**src/rtl/dpd_adapt_sched.sv**
```systemverilog
// dpd_adapt_sched: shares one DPD feedback path among N_CH transmit channels.
// Requests come from a free-running period timer or from force pulses. Channels
// are served one at a time in round-robin order. Each service runs mux select,
// settle, capture (adapt_req high), estimation with timeout, then a guard gap.
module dpd_adapt_sched #(
  parameter int unsigned N_CH     = 4,
  parameter int unsigned PERIOD   = 10000000,
  parameter int unsigned SETTLE   = 64,
  parameter int unsigned CAPT_LEN = 6750,
  parameter int unsigned TIMEOUT  = 2000000,
  parameter int unsigned GUARD    = 256,
  localparam int unsigned SEL_W   = $clog2(N_CH)
) (
  input  logic             clk,
  input  logic             reset_b,
  input  logic [N_CH-1:0]  ch_en,
  input  logic [N_CH-1:0]  force_req,
  input  logic             est_done,
  output logic [SEL_W-1:0] fb_sel,
  output logic             adapt_req,
  output logic             est_start,
  output logic [N_CH-1:0]  ch_done,
  output logic [N_CH-1:0]  ch_timeout,
  output logic [7:0]       to_cnt,
  output logic             busy
);

  typedef enum logic [2:0] {
    ST_IDLE     = 3'd0,
    ST_SETTLE   = 3'd1,
    ST_CAPTURE  = 3'd2,
    ST_ESTIMATE = 3'd3,
    ST_GUARD    = 3'd4
  } state_t;

  // Terminal counts of the shared state timer and the period counter.
  localparam logic [31:0] PERIOD_LAST = PERIOD - 32'd1;
  localparam logic [31:0] SETTLE_LAST = SETTLE - 32'd1;
  localparam logic [31:0] CAPT_LAST   = CAPT_LEN - 32'd1;
  localparam logic [31:0] TMO_LAST    = TIMEOUT - 32'd1;
  localparam logic [31:0] GUARD_LAST  = GUARD - 32'd1;
  localparam logic [SEL_W-1:0] PTR_RST = SEL_W'(N_CH - 1);

  // One-hot decode of a channel index.
  function automatic logic [N_CH-1:0] onehot(input logic [SEL_W-1:0] idx);
    onehot = {{(N_CH-1){1'b0}}, 1'b1} << idx;
  endfunction

  state_t             state_r, state_nxt_s;
  logic [31:0]        tmr_r, tmr_nxt_s;
  logic [31:0]        per_cnt_r;
  logic               tick_s;
  logic [N_CH-1:0]    pend_r, pend_nxt_s, elig_s, set_s, clr_s;
  logic [SEL_W-1:0]   ptr_r, grant_idx_s, idx_v;
  logic               found_s, grant_s, done_evt_s, tmo_evt_s, sel_en_s;

  logic [SEL_W-1:0]   fb_sel_r;
  logic               adapt_req_r, est_start_r, busy_r;
  logic [N_CH-1:0]    ch_done_r, ch_timeout_r;
  logic [7:0]         to_cnt_r;

  assign tick_s   = (per_cnt_r == PERIOD_LAST);
  assign elig_s   = pend_r & ch_en;
  assign sel_en_s = ch_en[fb_sel_r];

  // Free-running adaptation period counter.
  always_ff @(posedge clk or negedge reset_b) begin
    if (!reset_b) begin
      per_cnt_r <= 32'd0;
    end else if (tick_s) begin
      per_cnt_r <= 32'd0;
    end else begin
      per_cnt_r <= per_cnt_r + 32'd1;
    end
  end

  // Round-robin search: the reverse loop leaves the first eligible channel after ptr_r.
  always_comb begin
    found_s     = 1'b0;
    grant_idx_s = ptr_r;
    idx_v       = ptr_r;
    for (int k = int'(N_CH); k >= 1; k--) begin
      int j;
      j = int'(ptr_r) + k;
      if (j >= int'(N_CH)) begin
        j = j - int'(N_CH);
      end else begin
        j = j;
      end
      idx_v = SEL_W'(j);
      if (elig_s[idx_v]) begin
        found_s     = 1'b1;
        grant_idx_s = idx_v;
      end else begin
        found_s     = found_s;
      end
    end
  end

  // Pending request update; a new request in the grant cycle survives the clear.
  always_comb begin
    set_s = ({N_CH{tick_s}} | force_req) & ch_en;
    if (grant_s) begin
      clr_s = onehot(grant_idx_s);
    end else begin
      clr_s = {N_CH{1'b0}};
    end
    pend_nxt_s = (set_s | (pend_r & ~clr_s)) & ch_en;
  end

  // Sequencer next-state and event decode.
  always_comb begin
    state_nxt_s = state_r;
    grant_s     = 1'b0;
    done_evt_s  = 1'b0;
    tmo_evt_s   = 1'b0;
    case (state_r)
      ST_IDLE: begin
        if (found_s) begin
          grant_s     = 1'b1;
          state_nxt_s = ST_SETTLE;
        end else begin
          state_nxt_s = ST_IDLE;
        end
      end
      ST_SETTLE: begin
        if (!sel_en_s) begin
          state_nxt_s = ST_GUARD;
        end else if (tmr_r == SETTLE_LAST) begin
          state_nxt_s = ST_CAPTURE;
        end else begin
          state_nxt_s = ST_SETTLE;
        end
      end
      ST_CAPTURE: begin
        if (!sel_en_s) begin
          state_nxt_s = ST_GUARD;
        end else if (tmr_r == CAPT_LAST) begin
          state_nxt_s = ST_ESTIMATE;
        end else begin
          state_nxt_s = ST_CAPTURE;
        end
      end
      ST_ESTIMATE: begin
        if (!sel_en_s) begin
          state_nxt_s = ST_GUARD;
        end else if (est_done) begin
          done_evt_s  = 1'b1;
          state_nxt_s = ST_GUARD;
        end else if (tmr_r == TMO_LAST) begin
          tmo_evt_s   = 1'b1;
          state_nxt_s = ST_GUARD;
        end else begin
          state_nxt_s = ST_ESTIMATE;
        end
      end
      ST_GUARD: begin
        if (tmr_r == GUARD_LAST) begin
          state_nxt_s = ST_IDLE;
        end else begin
          state_nxt_s = ST_GUARD;
        end
      end
      default: begin
        state_nxt_s = ST_IDLE;
      end
    endcase
    if (state_nxt_s != state_r) begin
      tmr_nxt_s = 32'd0;
    end else begin
      tmr_nxt_s = tmr_r + 32'd1;
    end
  end

  // State, timer, pending bits and round-robin pointer.
  always_ff @(posedge clk or negedge reset_b) begin
    if (!reset_b) begin
      state_r <= ST_IDLE;
      tmr_r   <= 32'd0;
      pend_r  <= {N_CH{1'b0}};
      ptr_r   <= PTR_RST;
    end else begin
      state_r <= state_nxt_s;
      tmr_r   <= tmr_nxt_s;
      pend_r  <= pend_nxt_s;
      if (grant_s) begin
        ptr_r <= grant_idx_s;
      end else begin
        ptr_r <= ptr_r;
      end
    end
  end

  // Registered outputs decoded from the next state and this cycle's events.
  always_ff @(posedge clk or negedge reset_b) begin
    if (!reset_b) begin
      fb_sel_r     <= {SEL_W{1'b0}};
      adapt_req_r  <= 1'b0;
      est_start_r  <= 1'b0;
      ch_done_r    <= {N_CH{1'b0}};
      ch_timeout_r <= {N_CH{1'b0}};
      to_cnt_r     <= 8'd0;
      busy_r       <= 1'b0;
    end else begin
      if (grant_s) begin
        fb_sel_r <= grant_idx_s;
      end else begin
        fb_sel_r <= fb_sel_r;
      end
      adapt_req_r  <= (state_nxt_s == ST_CAPTURE);
      est_start_r  <= (state_r == ST_CAPTURE) && (state_nxt_s == ST_ESTIMATE);
      ch_done_r    <= done_evt_s ? onehot(fb_sel_r) : {N_CH{1'b0}};
      ch_timeout_r <= tmo_evt_s ? onehot(fb_sel_r) : {N_CH{1'b0}};
      if (tmo_evt_s && (to_cnt_r != 8'hFF)) begin
        to_cnt_r <= to_cnt_r + 8'd1;
      end else begin
        to_cnt_r <= to_cnt_r;
      end
      busy_r <= (state_nxt_s != ST_IDLE);
    end
  end

  assign fb_sel     = fb_sel_r;
  assign adapt_req  = adapt_req_r;
  assign est_start  = est_start_r;
  assign ch_done    = ch_done_r;
  assign ch_timeout = ch_timeout_r;
  assign to_cnt     = to_cnt_r;
  assign busy       = busy_r;

endmodule
```
**config.mk**
```make
export PLATFORM = sky130hd
export DESIGN_NAME = dpd_adapt_sched
export DESIGN_NICKNAME = d
export VERILOG_FILES = /design/src/rtl/dpd_adapt_sched.sv
export SDC_FILE = /design/constraint.sdc
export NUM_CORES = 1
export LEC_CHECK = 0
export ABC_CLOCK_PERIOD_IN_PS = 2200
export CORE_MARGIN = 2
export CORE_UTILIZATION = 53
export CTS_CLUSTER_SIZE = 14
export DETAILED_ROUTE_END_ITERATION = 8
export MAX_ROUTING_LAYER = met4
export PLACE_DENSITY = 0.76
export SLEW_MARGIN = 5
export SYNTH_ARGS = -nofsm -noshare
export SYNTH_HDL_FRONTEND = slang
export SYNTH_SLANG_ARGS = --single-unit
```
**constraint.sdc**
```tcl
create_clock -name clk -period 2.2 [get_ports clk]
set_input_delay 0.44 -clock clk [delete_from_list [all_inputs] [get_ports clk]]
set_output_delay 0.44 -clock clk [all_outputs]
set_load 0.02 [all_outputs]
```
# After elaboration in Yosys (flattened, before gate mapping)
# Cells that the tools add are included.
# classes
eq_ne	13
n_bitwise	7
shift	2
add_sub_neg	11
n_reduce_logical	4
mux	46
order_cmp	9
# op_table
operator	n
adder 32 x 1 -> 32 bit, second input constant	2
two-way mux 32 bit	2
== test 32 x 13 -> 1 bit, second input constant	1
== test 32 x 21 -> 1 bit, second input constant	1
== test 32 x 24 -> 1 bit, second input constant	1
== test 32 x 6 -> 1 bit, second input constant	1
== test 32 x 8 -> 1 bit, second input constant	1
two-way mux 1 bit	20
two-way mux 2 bit	9
two-way mux 3 bit	6
bitwise AND 4 bit	4
< comparator 2 x 3 -> 1 bit, second input constant	5
one-hot mux 3 bit (5 select lines)	1
== test 3 x 2 -> 1 bit, second input constant	4
two-way mux 4 bit	3
binary-select mux 1 bit (select 2 bit)	5
>= comparator 3 bit, second input constant	3
adder 8 x 1 -> 8 bit, second input constant	1
inequality test 8 bit, second input constant	1
bitwise OR 4 bit	2
<< shifter 1 x 2 -> 4 bit, first input constant	2
subtractor 2 x 1 -> 2 bit, second input constant	4
adder 2 x 2 -> 3 bit, second input constant	2
adder 2 x 3 -> 4 bit, second input constant	1
other kinds (9)	10
# word_totals
input_bits	11
word_cells	104
regBits	94

# Logic depth before layout (Yosys ltp)
# Gate-level depths: netlist of the first run.
# logic_depth
word_depth	16
ltp_mapped	9

# Worst setup path before layout of the first run
# Ideal clock, no wire load.
# synth_path
path_type	register to register
from	reg fb_sel_r[1], in the netlist fb_sel[1]
to	reg busy_r, in the netlist busy
arrival_ns	2.188
t_required_ns	2.069
path_stages_with_launch	7
setup_slack_ns	-0.119
setup_ns	0.131
path_cell_list	dfrtp_1 -> mux4_2 -> and3_1 -> o41ai_2 -> a21oi_2 -> or3_4 -> or3_1
# synth_between
elab_chain_len	5
elab_cells_between_ends	7
cone_classes	mux (6); reduce/logical (1)
# synth_rtl
element	line_no	rtl
start: declaration	57	logic [SEL_W-1:0] fb_sel_r;
start signal: assignment	197	fb_sel_r <= {SEL_W{1'b0}};
start signal: assignment	206	fb_sel_r <= grant_idx_s;
start signal: assignment	208	fb_sel_r <= fb_sel_r;
binary-select mux 1 bit (select 2 bit) (*)	64	assign sel_en_s = ch_en[fb_sel_r];
two-way mux 1 bit (not written as such) (*)	64	
two-way mux 3 bit (on tied branches)	145, 127, 136	
one-hot mux 3 bit (5 select lines) (*)	117	case (state_r)
via state_nxt_s[0]	49	state_t state_r, state_nxt_s;
nonzero test 3 bit (*)	219	busy_r <= (state_nxt_s != ST_IDLE);
end signal: assignment	219	
end: declaration	58	logic adapt_req_r, est_start_r, busy_r;
# Mark *: on every way through the listed nets, which the timed path passes. The rest lies on a longest branch. The select of a mux whose other input is x is not followed.
# A chain may end at the register's enable or synchronous reset.

# Final worst setup path of the first run
# layout_path
from	reg tmr_r[8]
to	reg busy_r, in the netlist busy
# layout_between
elab_chain_len	6
elab_cells_between_ends	14
cone_classes	eq/ne (4); mux (9); reduce/logical (1)
# layout_rtl
element	line_no	rtl
start: declaration	50	logic [31:0] tmr_r, tmr_nxt_s;
start signal: assignment	184	tmr_r <= tmr_nxt_s;
== test 32 x 21 -> 1 bit	150	end else if (tmr_r == TMO_LAST) begin
two-way mux 3 bit	150	
two-way mux 3 bit	147	end else if (est_done) begin
two-way mux 3 bit	145	if (!sel_en_s) begin
one-hot mux 3 bit (5 select lines) (*)	117	
via state_nxt_s[0]	49	
nonzero test 3 bit (*)	219	
# Mark *: on every way through the listed nets, which the timed path passes. The rest lies on a longest branch.

==> key figures, run 1 <==
Run status
  – Status: finished, violations left
  – Violated checks: negative setup slack

Power
  – Net Sw Frac: 0.314
  – Internal power: 0.00273 W
  – Max IR drop VDD: around 0.37 mV
  – Net Switching: 0.00125 W
  – Clock share of power: 0.260
  – Power per cell area: 709 mW/mm^2
  – Power, Total: 0.00397 W
  – Leak: 2.54 nW
  – Logic gate share of total power: 0.263
  – Share of power burned in registers: 0.477

Synth
  – Asr flop ratio synth: 1.00
  – Mean post-synth cell area: 10.1 um^2
  – Post-synthesis sequential area ratio: 0.514
  – Mapped Area: 0.00458 mm^2
  – Yosys warnings: 0
  – Number of flops mapped to enable cells by yosys: 0
  – Ys flop type: dfrtp_1
  – Mapped Nets: approximately 470
  – Synth unique cells: 50
  – Cells after Synth: 452
  – #FFs+latches synth: 94

Clocking
  – Skew-Pair Late Insertion Delay: 0.35 ns
  – CTS Buf Count: 9
  – CTS Hold Buffers Added: 0
  – CTS tree: built
  – Root buf cell: clkbuf_8
  – Clock-pin slew on the worst setup and hold paths: 0.10 ns
  – Clock Tree Buf Depth: 2
  – Sink Count: 94
  – H-tree levels: 3

Run
  – Max-cap violations: 0

Floorplanning
  – I/O pins: 32
  – Die span in y: 97.0 um
  – Placeable core area: 0.00830 mm^2
  – Die W: 97.0 um
  – DIE AREA: 0.00940 mm^2
  – Initial core utilization: 0.552
  – # rows: 33

Route
  – Final wirelength: 9.26 mm
  – Routed Antenna Nets: 0
  – Routed len/inst: roughly 14 um
  – TritonRoute pass-1 iters: 4
  – # DRC: 0
  – Initial DRC Count: 181
  – Via Count: about 3.6k
  – Vias per std cell: 5.52

Timing
  – Max-Slew Margin vs Limit: 0.591
  – Final clock period utilization by the worst path: 1.05
  – Fin crit period: 2.32 ns
  – Actual slew at the worst max-slew pin: 0.614 ns
  – Clk_skew: 0.0113 ns
  – Final setup viols: 33
  – Slew Viols, Final: 0
  – PnR worst setup slack: -0.117 ns
  – Final Hold Fails: 0
  – FMAX: 432 MHz
  – RSZ-0062 raised after global routing: yes

Critical path
  – R2r setup slk: -0.12 ns
  – Critical path arrival: ~2.6 ns
  – CP Capture Type: flip-flop
  – Worst EP required: 2.44 ns
  – Reg2reg end: busy$_DFF_PN0_
  – Cells on worst reg2reg path: 6
  – R2R Path Start: tmr_r[8]$_DFF_PN0_
  – Crit-path max FO: 4
  – Slowest stage delay, CP: 0.41 ns
  – Buf/Inv on CP: 0
  – Worst path slowest cell: dfrtp_1
  – Crit Path Category: reg2reg
  – Cell breakdown of the critical path: nor4_4, nand3_2, o31ai_2, a21oi_2, or3_4, or3_1
  – Startpoint types: flip-flop
  – Largest delay share family, worst path: simple AND/OR/NAND/NOR gates

Placement
  – Gpl congestion: about 0.98
  – DPL Wire Length: 6.77 mm
  – Port Buffers: 31

Cells and area
  – Share of layout cells above drive strength 1: 0.166
  – ANT cells: 0
  – Final nets: 553
  – Area delta synth->final: 22.3%
  – Most common cell after layout, fill and taps aside: dfrtp_1
  – Leading cell types in the layout, fill and taps excluded: dfrtp_1, nor2_1, buf_4
  – Util after Layout: 0.675

Global routing
  – Vias in the first global route: 3629
  – Total gr overflow: 0
  – Pin count of the biggest net entering global routing: 48
  – First-pass GRT wire length: 16.5 mm
  – Initial antenna violation count: 0
  – Global Route Usage Sum: 0.218

Hold path
  – HP Class: in2async
metal layers:
metal	part of all wire	GRT usage
met5	0	-
met4	0.0085	0.0683
met3	0.037	0.0318
met2	0.49	0.358
met1	0.46	0.281
cell usage after synthesis (4+ instances only):
master     n  area, um^2
nand2_1   39         146
and2_1     7        43.8
nor4_1    10        62.6
o21ai_0    5        25.0
ha_1       4        50.1
nand4_1   23         144
inv_1     10        37.5
and4_1     8        70.1
nor2_1    68         255
o31a_1     4        35.0
nor3_1    13        65.1
xor2_1    34         298
and3_1    15        93.8
or3_1      4        25.0
xnor2_1   32         280
dfrtp_1   92        2300
nand3_1   27         135
clkbuf_1   6        22.5
metrics by stage:
stage,hold slack (ns),std cells,setup TNS [ns],setup WS [ns],cell area (um^2)
floorplan,0.144,452,0,0.00658,4590
global placement,0.470,632,-10.74,-0.332,5410
finish,0.0780,648,-2.15,-0.117,5600
global route,0.115,648,-5.83,-0.237,5600
CTS,0.105,648,-2.07,-0.104,5600
detailed placement,0.477,632,-10.80,-0.352,5410
cells by family after synthesis:
group / count (synthesis) / synth area share
adders and majority gates: 4 / 0.0109
muxes: 2 / 0.00737
AOI/OAI and AO/OA: 32 / 0.0546
DFF: 94 / 0.514
buffers and inverters: 22 / 0.0213
xor gates and xnor gates: 66 / 0.126
and+or+nand+nor: 232 / 0.265
power by group through the flow:
stage	clock network (W)	registers (W)	logic, W
finish	0.00103	0.00189	0.00105
global route	0.00115	0.00191	0.00114
CTS	0.00107	0.00189	0.00104
detailed placement	0	0.00193	0.00100
global placement	0	0.00192	0.000981
floorplan	0	0.00198	0.000505
state kept, by name (all words and copies together) (netlist names), 2 cells and up:
register,cells
state_r,3
ptr_r,2
pend_r,4
to_cnt,8
ch_done,4
per_cnt_r,32
fb_sel,2
tmr_r,32
ch_timeout,4
cell type report:
| class | count | area [um^2] |
|---|---|---|
| clock inverter | 6 | 46.3 |
| timing repair buffer | 87 | 753 |
| fill | 671 | 2700 |
| inverter | 10 | 37.5 |
| clock buffer | 10 | 128 |
| sequential | 94 | 2360 |
| tap | 105 | 131 |
| multi-input combinational | 336 | 2150 |
worst max-delay path by stage:
stage,to,slack (ns),start,cells after the start
after floorplan,busy$_DFF_PN0_,0.007,fb_sel[1]$_DFFE_PN0P_,6
after global placement,busy$_DFF_PN0_,-0.33,ch_en[0],7
after detailed placement,busy$_DFF_PN0_,-0.35,ch_en[3],7
after CTS,busy$_DFF_PN0_,-0.10,tmr_r[27]$_DFF_PN0_,8
after global routing,busy$_DFF_PN0_,-0.24,tmr_r[27]$_DFF_PN0_,8
final,busy$_DFF_PN0_,-0.12,tmr_r[8]$_DFF_PN0_,6
worst register-to-register path, cell delays in order, from the launching register on:
cell	delay, ns
dfrtp_1	0.41
nor4_4	0.32
nand3_2	0.21
o31ai_2	0.41
a21oi_2	0.12
or3_4	0.40
or3_1	0.34
what timing repair did:
| item | CTS | global route |
|---|---|---|
| setup buffers | 0 | 0 |
| endpoints found under the setup margin | 33 | 39 |
| gates resized for setup | 3 | 1 |
Power figures use the tool's default switching activity.
==> run 2, diff against run 1 <==
- CELL_PAD_IN_SITES_DETAIL_PLACEMENT: unset -> 0
- CELL_PAD_IN_SITES_GLOBAL_PLACEMENT: unset -> 2
- CORE_UTILIZATION: 53 -> 35
- HOLD_SLACK_MARGIN: unset -> 0.03
- PLACE_DENSITY: 0.76 -> unset
- PLACE_DENSITY_LB_ADDON: unset -> 0.1
==> run 2 against run 1 <==
Compared with the run above:
- the run still ends with negative setup slack left
- critical path type unchanged
- fmax is 0.47% lower
- critical path depth is 1 higher
- largest power group unchanged
- final cell count is 14% higher
==> key figures, run 2 (synthesis gave the netlist of run 1 again) <==
Clocking
  – Root buf cell: clkbuf_16
  – Clock Tree Buf Depth: 2 (unchanged)
  – CTS Buf Count: 9 (unchanged)
  – Sink Count: 94 (unchanged)
  – CTS Hold Buffers Added: 0 (unchanged)
  – H-tree levels: 3 (unchanged)
  – CTS tree: built
  – Clock-pin slew on the worst setup and hold paths: 0.07 ns (-0.03 ns)
  – Skew-Pair Late Insertion Delay: 0.34 ns (about the same)

Cells and area
  – Area delta synth->final: 36.3%
  – Design Area, Final: 0.00624 mm^2 (+11%)
  – Leading cell types in the layout, fill and taps excluded: dfrtp_1, buf_4, nor2_1
  – ANT cells: 0 (unchanged)
  – Fin cells: 741 (+14%)
  – Share of layout cells above drive strength 1: 0.253 (+0.0873)
  – Final nets: 579 (+4.7%)
  – Most common cell after layout, fill and taps aside: dfrtp_1

Power
  – Max IR drop VDD: 0.383 mV (+2.3%)
  – Share of power burned in registers: 0.370 (-0.107)
  – Power, Total: 0.00514 W (+29%)
  – Clock share of power: 0.325 (+0.065)
  – Internal power: 0.00363 W (+33%)
  – Power per cell area: 823 mW/mm^2 (+16%)
  – Net Sw Frac: 0.294 (-0.0199)
  – Logic gate share of total power: 0.305 (+0.042)
  – Leak: 2.76 nW (+8.8%)
  – Net Switching: 0.00151 W (+21%)

Timing
  – Actual slew at the worst max-slew pin: 0.483 ns (-0.131 ns)
  – Fin crit period: 2.33 ns (+0.0110 ns)
  – Final setup viols: 33 (unchanged)
  – Final clock period utilization by the worst path: 1.06 (+0.00502)
  – Max-Slew Margin vs Limit: 0.678 (+0.0873)
  – Slew Viols, Final: 0 (unchanged)
  – RSZ-0062 raised after global routing: yes
  – Clk_skew: 0.00781 ns (-0.00350 ns)
  – Final Hold Fails: 0 (unchanged)
  – FMAX: 430 MHz (-0.47%)
  – PnR worst setup slack: -0.128 ns (-0.0110 ns)

Placement
  – Dpl cells: 716 (+13%)
  – Gpl congestion: 0.796 (-19%)
  – Port Buffers: 31 (unchanged)
  – Pre-CTS setup slack: -0.365 ns (-0.0127 ns)
  – Placed Area: 0.00562 mm^2 (+3.9%)
  – DPL Wire Length: 7.31 mm (+8.0%)

Route
  – Final wirelength: 10.6 mm (+15%)
  – # DRC: 0 (unchanged)
  – Vias per std cell: 4.89 (-11%)
  – Met3 Routed Length: 235 um (-32%)
  – Wire length on met2: 5.02 mm (+10%)
  – Routed len/inst: 14.3 um (+0.24%)
  – Top Metal Used: met4
  – DRT met1 WL: 5.17 mm (+21%)
  – Via Count: 3622 (+1.3%)
  – TritonRoute pass-1 iters: 4 (unchanged)
  – Initial DRC Count: 142 (-22%)
  – Routed Antenna Nets: 0 (unchanged)

Global routing
  – Global Route Usage Sum: 0.167 (-0.0505)
  – Total gr overflow: 0 (unchanged)
  – Initial antenna violation count: 0 (unchanged)
  – Vias in the first global route: 3814 (+5.1%)
  – Pin count of the biggest net entering global routing: 42 (-13%)
  – First-pass GRT wire length: 18.5 mm (+12%)

Floorplanning
  – DIE AREA: 0.0140 mm^2 (+49%)
  – I/O pins: 32 (unchanged)
  – # rows: 41 (+24%)
  – Initial core utilization: 0.360 (-0.192)
  – Die span in y: 118 um (+22%)
  – Die W: 118 um (+22%)
  – Placeable core area: 0.0127 mm^2 (+53%)

Critical path
  – Worst EP required: 2.42 ns (-0.02 ns)
  – Worst path slowest cell: dfrtp_1
  – Startpoint types: flip-flop
  – Cell breakdown of the critical path: nor4_4, nand3_2, buf_4, o41ai_4, a21oi_2, or3_4, or3_1
  – Critical path arrival: 2.55 ns (about the same)
  – Buf/Inv on CP: 1 (+1)
  – CP Capture Type: flip-flop
  – Largest delay share family, worst path: simple AND/OR/NAND/NOR gates
  – Crit Path Category: reg2reg
  – Slowest stage delay, CP: 0.41 ns (about the same)
  – Crit-path max FO: 3 (-1)

Run status
  – Status: finished, violations left
  – Violated checks: negative setup slack

Run
  – Max-cap violations: 0 (unchanged)

Hold path
  – HP Class: in2async
==> run 2: cell types whose count changed in the layout (fill, tap and decap cells not counted), sizes merged <==
cell / delta
bufinv: +2
inv: -2
buf: +26
clkbuf: +2
clkinvlp: -2
==> run 2: path summary, 6_finish.rpt <==
| kind | startpoint | cells after the start | slack (ns) | to |
|---|---|---|---|---|
| setup / recovery | tmr_r[13]$_DFF_PN0_ | 7 | -0.13 | busy$_DFF_PN0_ |
| max in group asynchronous | reset_b | 2 | 1.49 | ptr_r[0]$_DFFE_PN1P_ |
| setup reg to reg | tmr_r[13]$_DFF_PN0_ | 7 | -0.13 | busy$_DFF_PN0_ |
| min in group clk | per_cnt_r[31]$_DFF_PN0_ | 1 | 0.47 | per_cnt_r[31]$_DFF_PN0_ |
| hold / removal | reset_b | 1 | 0.05 | tmr_r[17]$_DFF_PN0_ |
| hold reg to reg | per_cnt_r[31]$_DFF_PN0_ | 1 | 0.47 | per_cnt_r[31]$_DFF_PN0_ |
==> run 2: power groups by stage <==
| stage | sequential, W | combinational, W | clock [W] |
|---|---|---|---|
| after floorplan | 0.00198 | 0.000505 | 0 |
| after global placement | 0.00193 | 0.00104 | 0 |
| after detailed placement | 0.00193 | 0.00105 | 0 |
| after CTS | 0.00190 | 0.00167 | 0.00173 |
| after global routing | 0.00191 | 0.00169 | 0.00181 |
| final | 0.00190 | 0.00157 | 0.00167 |
==> run 2: final cells by class <==
type                    count  area [um^2]
clock buffers              12          246
multi-input cells         336         2320
fillers                  1269         6480
clock inverters             4         70.1
inverters                  10         40.0
repair buffers            113         1000
well taps                 172          215
flip-flops and latches     94         2360
==> run 2: metal layers <==
layer / up-vias / GRT usage
li1: 1807 / -
met1: 1766 / 0.220
met2: 35 / 0.263
met3: 14 / 0.0256
met4: 0 / 0.0588
met5: - / -
==> run 2: per-stage QoR <==
stage / hold WS (ns) / setup TNS, ns / utilization
after floorplan: 0.144 / 0 / -
after global placement: 0.433 / -11.24 / 0.442
after detailed placement: 0.434 / -12.16 / 0.442
after CTS: 0.0658 / -4.25 / 0.488
after global routing: 0.0855 / -6.63 / 0.491
final: 0.0511 / -3.40 / 0.491
==> run 2: timing repair <==
action	CTS	global route
buffers inserted	8	1
endpoints found under the setup margin	41	42
gates cloned	3	0
pin swaps	19	3
gates resized for setup	30	29
==> run 3, diff against run 2 <==
- CTS_CLUSTER_SIZE: 14 -> 30
- REMOVE_ABC_BUFFERS: unset -> 1
==> run 3 against run 2 <==
Compared with the run above:
- the flow still finishes with violations (negative setup slack)
- utilization rose by 0.80 points
- worst hold slack gained 0.024 ns
- flip-flop and latch count is the same
- via count shrank 0.50%
- clock power barely moved
- register-to-register slack got worse by 0.03 ns
- non-clock buffer count is 8 lower
- sequential power about the same
- cell area grew 1.6%
- critical path type unchanged
==> key figures, run 3 (synthesis gave the netlist of run 1 again) <==
Run status
  – Status: finished, violations left
  – Violated checks: negative setup slack

Global routing
  – Total gr overflow: 0 (unchanged)
  – Initial antenna violation count: 0 (unchanged)
  – Pin count of the biggest net entering global routing: 41 (-2.4%)
  – Global Route Usage Sum: 0.168 (+0.000830)
  – Vias in the first global route: 3672 (-3.7%)
  – First-pass GRT wire length: 18.4 mm (-0.60%)

Timing
  – Slew Viols, Final: 0 (unchanged)
  – Actual slew at the worst max-slew pin: 0.590 ns (+0.107 ns)
  – PnR worst setup slack: -0.153 ns (-0.0253 ns)
  – Final setup viols: 35 (+6.1%)
  – Final clock period utilization by the worst path: 1.07 (+0.0115)
  – Fin crit period: 2.35 ns (+0.0253 ns)
  – Clk_skew: 0.00604 ns (-0.00177 ns)
  – Final Hold Fails: 0 (unchanged)
  – RSZ-0062 raised after global routing: yes
  – FMAX: 425 MHz (-1.1%)
  – Max-Slew Margin vs Limit: 0.604 (-0.0742)

Cells and area
  – Leading cell types in the layout, fill and taps excluded: dfrtp_1, buf_4, nand2_1
  – ANT cells: 0 (unchanged)
  – Area delta synth->final: 38.5%
  – Design Area, Final: 0.00635 mm^2 (+1.6%)
  – Multi-input gate area: 0.00246 mm^2 (+6.2%)
  – Share of layout cells above drive strength 1: 0.258 (+0.00539)
  – FF+latch area: 0.00235 mm^2 (about the same)
  – Final nets: 571 (-1.4%)
  – Fillers: 1202 (-5.3%)
  – Most common cell after layout, fill and taps aside: dfrtp_1

Placement
  – Placed Area: 0.00555 mm^2 (-1.3%)
  – Port Buffers: 31 (unchanged)
  – Pre-CTS setup slack: -0.375 ns (-0.0102 ns)
  – DPL Wire Length: 7.32 mm (+0.22%)
  – Gpl congestion: 0.779 (-2.1%)

Clocking
  – H-tree levels: 3 (unchanged)
  – Skew-Pair Late Insertion Delay: 0.35 ns (about the same)
  – CTS Buf Count: 9 (unchanged)
  – Clock-pin slew on the worst setup and hold paths: 0.07 ns (about the same)
  – CTS Hold Buffers Added: 0 (unchanged)
  – CTS tree: built
  – Sink Count: 94 (unchanged)
  – Root buf cell: clkbuf_16
  – Clock Tree Buf Depth: 2 (unchanged)

Route
  – Final wirelength: 10.6 mm (+0.33%)
  – Via Count: 3604 (-0.50%)
  – TritonRoute pass-1 iters: 4 (unchanged)
  – Vias per std cell: 4.92 (+0.59%)
  – Initial DRC Count: 212 (+49%)
  – # DRC: 0 (unchanged)
  – Routed len/inst: 14.5 um (+1.4%)
  – Routed Antenna Nets: 0 (unchanged)

Critical path
  – Crit-path max FO: 3 (unchanged)
  – Crit Path Category: reg2reg
  – CP Capture Type: flip-flop
  – Startpoint types: flip-flop
  – Critical path arrival: 2.58 ns (+0.03 ns)
  – Worst EP required: 2.42 ns (about the same)
  – Cells on worst reg2reg path: 8 (+1)

Floorplanning
  – DIE AREA: 0.0140 mm^2 (unchanged)
  – I/O pins: 32 (unchanged)
  – # rows: 41 (unchanged)
  – Placeable core area: 0.0127 mm^2 (unchanged)
  – Initial core utilization: 0.360 (unchanged)
  – Die span in y: 118 um (unchanged)
  – Die W: 118 um (unchanged)

Power
  – Power, Total: 0.00531 W (+3.3%)
  – Leak: 2.72 nW (-1.4%)
  – Power per cell area: 837 mW/mm^2 (+1.7%)
  – Max IR drop VDD: 0.363 mV (-5.4%)

Hold path
  – HP Class: in2async

Run
  – Max-cap violations: 0 (unchanged)
run 3: cell types whose count changed in the layout (fill, tap and decap cells not counted), moves of 8 or more:
cell	delta
buf_4	-8
nor2_4	+23
nor2_2	-13
nor2_1	-10
run 3: final cells by class:
| cell class | count | area share |
|---|---|---|
| Clock buffer | 12 | 0.0388 |
| Multi-Input combinational cell | 336 | 0.388 |
| Timing Repair Buffer | 105 | 0.152 |
| Sequential cell | 94 | 0.371 |
| Tap cell | 172 | 0.0339 |
| Clock inverter | 4 | 0.0110 |
| Inverter | 10 | 0.00591 |
run 3: path summary, 6_finish.rpt:
kind	start	end	slack [ns]
setup / recovery	tmr_r[27]$_DFF_PN0_	busy$_DFF_PN0_	-0.15
hold / removal	reset_b	tmr_r[9]$_DFF_PN0_	0.08
setup reg to reg	tmr_r[27]$_DFF_PN0_	busy$_DFF_PN0_	-0.15
hold reg to reg	per_cnt_r[31]$_DFF_PN0_	per_cnt_r[31]$_DFF_PN0_	0.47
max in group asynchronous	reset_b	ptr_r[0]$_DFFE_PN1P_	1.50
min in group clk	per_cnt_r[31]$_DFF_PN0_	per_cnt_r[31]$_DFF_PN0_	0.47
run 3: power by group:
group	switching [W]	internal, W	leakage [nW]	total (W)
logic	0.000919	0.000825	1.29	0.00174
registers	0.0000707	0.00183	1.27	0.00190
clock network	0.000647	0.00102	0.157	0.00167
run 3: timing repair:
| action | 4_1_cts | 5_1_grt |
|---|---|---|
| resized for setup | 50 | 46 |
| setup buffers | 8 | 2 |
| endpoints found under the setup margin | 42 | 42 |
| cloned | 2 | 1 |
| pin swaps | 23 | 22 |
run 3: critical path, stage by stage (launching register included):
cell and delay, ns:
dfrtp_1 0.41, nor4_4 0.32, buf_4 0.16, nand4_1 0.10, buf_6 0.16, o31ai_4 0.27
a21oi_2 0.09, or3_4 0.37, or3_1 0.34
run 3: per-stage QoR:
step / TNS, ns / utilization / hold WS [ns] / std cells
after floorplan: -10.68 / - / 0.144 / 440
after global placement: -11.44 / 0.436 / 0.460 / 707
after detailed placement: -12.35 / 0.436 / 0.463 / 707
after CTS: -4.84 / 0.486 / 0.0918 / 733
after global routing: -7.89 / 0.499 / 0.107 / 733
final: -4.57 / 0.499 / 0.0755 / 733
run 3: per-layer routing:
layer | track usage | part of all wire | up-vias
met5 | - | 0 | -
met3 | 0.0430 | 0.031 | 12
met1 | 0.220 | 0.47 | 1754
met4 | 0.0446 | 0.013 | 0
li1 | - | - | 1792
met2 | 0.260 | 0.48 | 46
